**config.mk**
```make
export PLATFORM = sky130hd
export DESIGN_NAME = regfile_mp
export DESIGN_NICKNAME = d
export VERILOG_FILES = /design/src/rtl/rv_pkg.sv /design/src/rtl/regfile_scoreboard.sv /design/src/rtl/regfile_mp.sv
export SDC_FILE = /design/constraint.sdc
export NUM_CORES = 2
export LEC_CHECK = 0
export CAP_MARGIN = 20
export CORE_MARGIN = 3
export CORE_UTILIZATION = 57
export DETAILED_ROUTE_END_ITERATION = 10
export PLACE_DENSITY = 0.86
export SKIP_CTS_REPAIR_TIMING = 1
export SLEW_MARGIN = 25
export SYNTH_ARGS = -nofsm -noshare
export SYNTH_HDL_FRONTEND = slang
export SYNTH_HIERARCHICAL = 1
export SYNTH_SLANG_ARGS = --single-unit
```
**constraint.sdc**
```tcl
create_clock -name clk -period 2.9 [get_ports clk]
set_input_delay 0.725 -clock clk [delete_from_list [all_inputs] [get_ports clk]]
set_output_delay 0.725 -clock clk [all_outputs]
set_load 0.05 [all_outputs]
```
**src/rtl/rv_pkg.sv**
```systemverilog
// Shared constants and types for the integer register file and its scoreboard.
package rv_pkg;
    localparam int XLEN_DEFAULT  = 32;
    localparam int NREGS_DEFAULT = 32;
    localparam int AW_DEFAULT    = $clog2(NREGS_DEFAULT);

    typedef logic [AW_DEFAULT-1:0] reg_addr_t;

    localparam reg_addr_t REG_ZERO = '0;
endpackage

```
**src/rtl/regfile_scoreboard.sv**
```systemverilog
// Per-register pending-writeback flags: issue sets, writeback clears, a same-edge set wins.
module regfile_scoreboard
    import rv_pkg::*;
#(
    parameter int NREGS = NREGS_DEFAULT,
    parameter int AW    = $clog2(NREGS)
) (
    input  logic             clk,
    input  logic             rst,
    input  logic             we,
    input  logic [AW-1:0]    wa,
    input  logic             bset,
    input  logic [AW-1:0]    bset_addr,
    output logic [NREGS-1:0] busy_vec
);

    logic [NREGS-1:1] r_busy;

    always_ff @(posedge clk or negedge rst) begin
        if (!rst) begin
            r_busy <= '0;
        end else begin
            for (int i = 1; i < NREGS; i++) begin
                if (bset && (bset_addr == AW'(i))) begin
                    r_busy[i] <= 1'b1;
                end else if (we && (wa == AW'(i))) begin
                    r_busy[i] <= 1'b0;
                end
            end
        end
    end

    // x0 never has a pending producer.
    assign busy_vec = {r_busy, 1'b0};

endmodule

```
**src/rtl/regfile_mp.sv**
```systemverilog
// Multi-read-port integer register file with busy scoreboard.
// Define RF_WR_BYPASS_EN to forward same-cycle write data to matching read lanes.
module regfile_mp
    import rv_pkg::*;
#(
    parameter  int XLEN  = XLEN_DEFAULT,
    parameter  int NREGS = NREGS_DEFAULT,
    parameter  int NRD   = 2,
    localparam int AW    = $clog2(NREGS)
) (
    input  logic              clk,
    input  logic              rst,
    input  logic [NRD*AW-1:0] rd_addr,
    output logic [NRD*XLEN-1:0] rd_data,
    output logic [NRD-1:0]    rd_busy,
    input  logic              we,
    input  logic [AW-1:0]     wa,
    input  logic [XLEN-1:0]   wd,
    input  logic              bset,
    input  logic [AW-1:0]     bset_addr,
    output logic [NREGS-1:0]  busy_vec
);

    // Flops rather than block RAM: the whole file must clear asynchronously.
    logic [XLEN-1:0] r_regs [1:NREGS-1];
    logic [XLEN-1:0] w_rf   [0:NREGS-1];
    logic [AW-1:0]   w_rd_addr [NRD];

    always_ff @(posedge clk or negedge rst) begin
        if (!rst) begin
            for (int i = 1; i < NREGS; i++) begin
                r_regs[i] <= '0;
            end
        end else begin
            for (int i = 1; i < NREGS; i++) begin
                if (we && (wa == AW'(i))) begin
                    r_regs[i] <= wd;
                end
            end
        end
    end

    assign w_rf[0] = '0;
    generate
        for (genvar gi = 1; gi < NREGS; gi++) begin : g_rf
            assign w_rf[gi] = r_regs[gi];
        end
    endgenerate

    regfile_scoreboard #(
        .NREGS (NREGS),
        .AW    (AW)
    ) u_scoreboard (
        .clk       (clk),
        .rst       (rst),
        .we        (we),
        .wa        (wa),
        .bset      (bset),
        .bset_addr (bset_addr),
        .busy_vec  (busy_vec)
    );

    generate
        for (genvar gi = 0; gi < NRD; gi++) begin : g_lane
            assign w_rd_addr[gi] = rd_addr[gi*AW +: AW];
`ifdef RF_WR_BYPASS_EN
            logic w_hit;
            // Gated by rst so nothing leaks through while the file is held in reset.
            assign w_hit = rst && we && (wa != AW'(REG_ZERO)) && (wa == w_rd_addr[gi]);
            assign rd_data[gi*XLEN +: XLEN] = w_hit ? wd : w_rf[w_rd_addr[gi]];
            assign rd_busy[gi] = w_hit ? (bset && (bset_addr == wa)) : busy_vec[w_rd_addr[gi]];
`else
            assign rd_data[gi*XLEN +: XLEN] = w_rf[w_rd_addr[gi]];
            assign rd_busy[gi] = busy_vec[w_rd_addr[gi]];
`endif
        end
    endgenerate

endmodule

```
Word level (Yosys, flattened, before mapping)
Cells that the tools add are included.
W data, S select, Z words.
{"block": "word_totals", "n_memories": 0, "regBits": 1023, "wordCells": 295, "mem_bits_rw": 0, "output_inout_bits": 98, "latchBits": 0, "in_bits": 56, "romBits": 0}
{"block": "classes", "mux": 72, "shifts": 0, "reduce_logical": 93, "div_mod_pow": 0, "bitwise": 2, "addsub": 0, "magnitude_cmp": 4, "eq_ne": 62, "mul": 0}
{"cell": "$bmux W32 S5", "n": 2}
{"cell": "$eq A5 B5 Y1 const B", "n": 32}
{"cell": "$mux W32", "n": 4}
{"cell": "$eq A5 B4 Y1 const B", "n": 16}
{"cell": "$mux W1", "n": 64}
{"cell": "$logic_and A1 B1 Y1", "n": 62}
{"cell": "$reduce_bool A2 Y1", "n": 31}
{"cell": "$eq A5 B3 Y1 const B", "n": 8}
{"cell": "$eq A5 B2 Y1 const B", "n": 4}
{"cell": "$ge A6 B6 Y1 const B", "n": 2}
{"cell": "$lt A5 B6 Y1 const B", "n": 2}
{"cell": "$not A5 Y6", "n": 2}
{"cell": "$bmux W1 S5", "n": 2}
{"cell": "$eq A5 B1 Y1 const B", "n": 2}

Longest topological paths before layout
{"block": "depth", "depth_word": 4, "mapped_depth": 9, "depth_no_buf": 4}

Modules after synthesis
The synthesis kept the hierarchy.
{"mod": "regfile_mp", "seq_area_each_um2": 24823.8, "cells_per_inst": 3665, "instances": 1, "area_each_um2": 53500.1}
{"mod": "regfile_scoreboard", "seq_area_each_um2": 775.7, "cells_per_inst": 126, "instances": 1, "area_each_um2": 1312.5}

Worst setup path after synthesis
OpenSTA, ideal clock, no wires.
{"block": "synth_path", "kind": "input port to output port", "start": "input port rd_addr[5]", "end": "output port rd_data[53]", "n_path_buf": 5, "stages": 8, "arrival_time_ns": 3.146, "setup_slack_ns": -0.971, "required_ns": 2.175, "path_cell_list": "buf_2 buf_2 buf_4 buf_4 buf_1 a22o_1 a211oi_1 o31ai_1"}
{"block": "synth_via", "elab_chain_len": 4}
{"item": "start: declaration", "line": "regfile_mp.sv:13", "text": "input logic [NRD*AW-1:0] rd_addr,"}
{"item": "$not A5 Y6 (not written as such)", "line": "regfile_mp.sv:73", "text": "assign rd_data[gi*XLEN +: XLEN] = w_rf[w_rd_addr[gi]];"}
{"item": "$bmux W32 S5", "line": "regfile_mp.sv:73"}
{"item": "$mux W32 (not written as such) (2 in series)", "line": "regfile_mp.sv:73"}
{"item": "end: declaration", "line": "regfile_mp.sv:14", "text": "output logic [NRD*XLEN-1:0] rd_data,"}
Every way passes these cells. The select of a mux whose other input is x is not followed.

Final worst setup path
{"block": "layout_path", "start": "register r_regs[236] (netlist name)", "end": "output port rd_data[44]"}
{"block": "layout_via", "elab_chain_len": 3}
{"item": "start: declaration", "line": "regfile_mp.sv:25", "text": "logic [XLEN-1:0] r_regs [1:NREGS-1];"}
{"item": "start signal: indexed assignment", "line": "regfile_mp.sv:37", "text": "r_regs[i] <= wd;"}
{"item": "$bmux W32 S5", "line": "regfile_mp.sv:73"}
{"item": "$mux W32 (not written as such) (2 in series)", "line": "regfile_mp.sv:73"}
Every way passes these cells. The select of a mux whose other input is x is not followed.

==> results.cfg <==
[clock_tree]
cts_max_level = 3
insertion_delay_ns = 0.70
cts.sink_count = 1023
clk_pin_slew_ns = 0.06
numCtsBuffers = 105
cts_tree = done
cts-root-buf = clkbuf_16
clock_path_buffers = 3

[route]
vias = 43400
drt-initial-drc-count = 6372
wl_per_cell_um = 38.4
ant_nets = 0
wl_um = 214000
drc = 0
first_pass_iters = 6
viasPerCell = 7.79

[sta]
hold_viol_final = 0
worst_slack_ns = -0.537
slew_headroom_pct = 58.3
setup_viol = 66
slew_viol_final = 0
finalCriticalPeriod_ns = 3.44
worst_pin_slew_ns = 0.624
final.period_utilization_pct = 119
hold_slack_ns = 0.526
skew_ns = 0
max_freq_mhz = 291
rsz0062_at_grt = yes

[yosys]
syn_nets = 3847
syn_inst = 3791
synth-seq-area-share_pct = 46.7
netlist_area_um2 = 54800
yosys.area.top_type_share_pct = 46.7
yosysUniqueCellTypes = 37
yosys_warnings = 6
synth_area_per_cell_um2 = 14.5
synth.area.top_cells = dfrtp_1 47%, mux2_2 22%, mux4_2 17%
synth-seq-cells = 1023
synth_top_area_cell = dfrtp_1

[worst_setup_path]
end_kind = output pin
crit_slowest_cell = dfrtp_1
cp.arrival_ns = 2.71
critPathKind = reg2out
crit_required_ns = 2.17
critical_path_buf_inv_count = 1
critPathMaxFanout = 3
cp-start-kind = flip-flop
cpPeakStageDelay_ns = 0.51
critPathTopFamily = compound AO/OA/AOI/OAI gates
path_cells = mux4_2, a22o_1, o21ai_2, o31ai_4, buf_6

[global_route]
antenna_found_initial = 6
grt_overflow_total = 0
first_global_vias = 42400
grt_pass1_wl_um = 270000
grt_max_degree = 110
track_usage_pct = 36.3

[min_path]
worstHoldPathType = reg2reg

[placed_design]
place_ws_ns = -0.588
post-dp-hpwl_um = 115000
io_buffers = 152
dpl_cell_area_um2 = 63500
gp_congestion = 0.894

[power_and_ir_drop]
p_leak_nw = 30.4
max-vdd-ir-drop_mv = 0.593
p_per_area_nw_per_um2 = 676

[cells_and_area]
drive_gt1_share_pct = 59.3
nFillCells = 4924
final_area_um2 = 70100
multi_input_area_um2 = 29300
regArea_um2 = 25600
area_growth_pct = 27.9
nets = 4280

[die]
initial_core_util_pct = 57.6
dieArea_um2 = 99900
die_x_um = 316
die_y_um = 316
io_pins = 154
rows = 113
core_area_um2 = 95200

[job]
drv_cap = 0

[outcome]
status = finished with violations
violations = negative setup slack
## stage by stage
stage          TNS, ns  utilization [%]  total power, mW  cells
6_report        -20.33             73.7             47.4   5574
5_1_grt         -20.47             73.7             48.5   5573
4_1_cts         -29.71             70.5             45.4   5436
3_5_place_dp    -29.64             66.7             31.0   5246
3_3_place_gp    -27.38             66.7             30.2   5246
2_1_floorplan    -3.95                -             26.9   3791
## layout by cell type (no fill, tap or decap), drive strengths merged, types with 2 or more instances in the layout
cell type and count:
a211oi 64, a22o 192, and2 34, and3 32, buf 625, bufinv 12, clkbuf 186, clkdlybuf4s50 75
clkinv 20, clkinvlp 5, dfrtp 1023, diode 2, inv 7, mux2 1058, mux2i 160, mux4 404
nand2 83, nand2b 11, nand3 3, nand3b 2, nand4 3, nand4b 8, nand4bb 3, nor2 17
nor2b 10, nor3 3, nor3b 2, o21ai 126, o22ai 64, o31ai 64, or2 3, or3 3
## worst reg2reg max path: cells and delay by family, from the launching register on
kind | cells | cell delay [ns]
multiplexers | 1 | 0.27
flip-flops | 1 | 0.41
buffers and inverters | 1 | 0.16
## cells by family after synthesis
logic type	Yosys count	share of synthesized area (%)
buffers and inverters	415	3.20
multiplexers	1622	41.3
AO/OA/AOI/OAI	510	6.70
other	1	0.00684
flip-flops	1023	46.7
AND/OR/NAND/NOR	220	2.13
## report_power, final
part           internal [mW]  switching [mW]
Sequential              17.1            2.81
Clock                   8.45            6.10
Combinational           7.00            5.98
## worst paths after layout
check                      cells past startpoint  slack (ns)         from           to
min reg2reg                                    1        0.53  r_regs[594]  r_regs[594]
max reg2reg                                    2        1.95   r_regs[39]   r_regs[39]
max                                            5       -0.54  r_regs[236]  rd_data[44]
max in group asynchronous                      3        1.30          rst   r_regs[45]
min in group asynchronous                      2        0.55          rst  r_regs[449]
min                                            1        0.53  r_regs[594]  r_regs[594]
## registers in the layout, summed over array words and instances (netlist names)
name	cells
u_scoreboard/r_busy	31
r_regs	992
## synth_stat cells
master / number
mux2_2: 1051
dfrtp_1: 1023
mux4_2: 404
clkbuf_1: 229
a22o_1: 192
mux2i_1: 160
buf_2: 112
o21ai_0: 105
nand2_1: 83
a211oi_1: 64
o22ai_1: 64
o31ai_1: 64
buf_1: 57
and2_1: 34
and3_1: 32
o21ai_1: 21
nor2_1: 17
buf_4: 15
nand2b_1: 11
nor2b_1: 10
nand4b_1: 8
mux2_1: 7
nand3_1: 3
nand4_1: 3
nand4bb_1: 3
nor3_1: 3
or3_1: 3
nand3b_1: 2
nor3b_1: 2
or2_1: 2
and2b_1: 1
conb_1: 1
inv_1: 1
inv_2: 1
nor4_1: 1
or2_2: 1
or4b_4: 1
## per-layer routing
| layer | up-vias | track usage [%] | part of all wire (%) |
|---|---|---|---|
| met5 | - | 0 | 0.058 |
| met4 | 6 | 21.7 | 9.6 |
| met3 | 1537 | 10.2 | 15 |
| met2 | 4483 | 55.6 | 44 |
| met1 | 21800 | 46.5 | 32 |
| li1 | 15600 | - | - |
## area by class of cell
| type | instances | share of cell area (%) |
|---|---|---|
| Tap cell | 1265 | 2.26 |
| Timing Repair Buffer | 739 | 14.2 |
| Inverter | 2 | 0.0143 |
| Antenna cell | 2 | 0.00714 |
| Clock buffer | 148 | 4.40 |
| Multi-Input combinational cell | 2353 | 41.8 |
| Clock inverter | 42 | 0.773 |
| Sequential cell | 1023 | 36.5 |
Power figures use the tool's default switching activity.
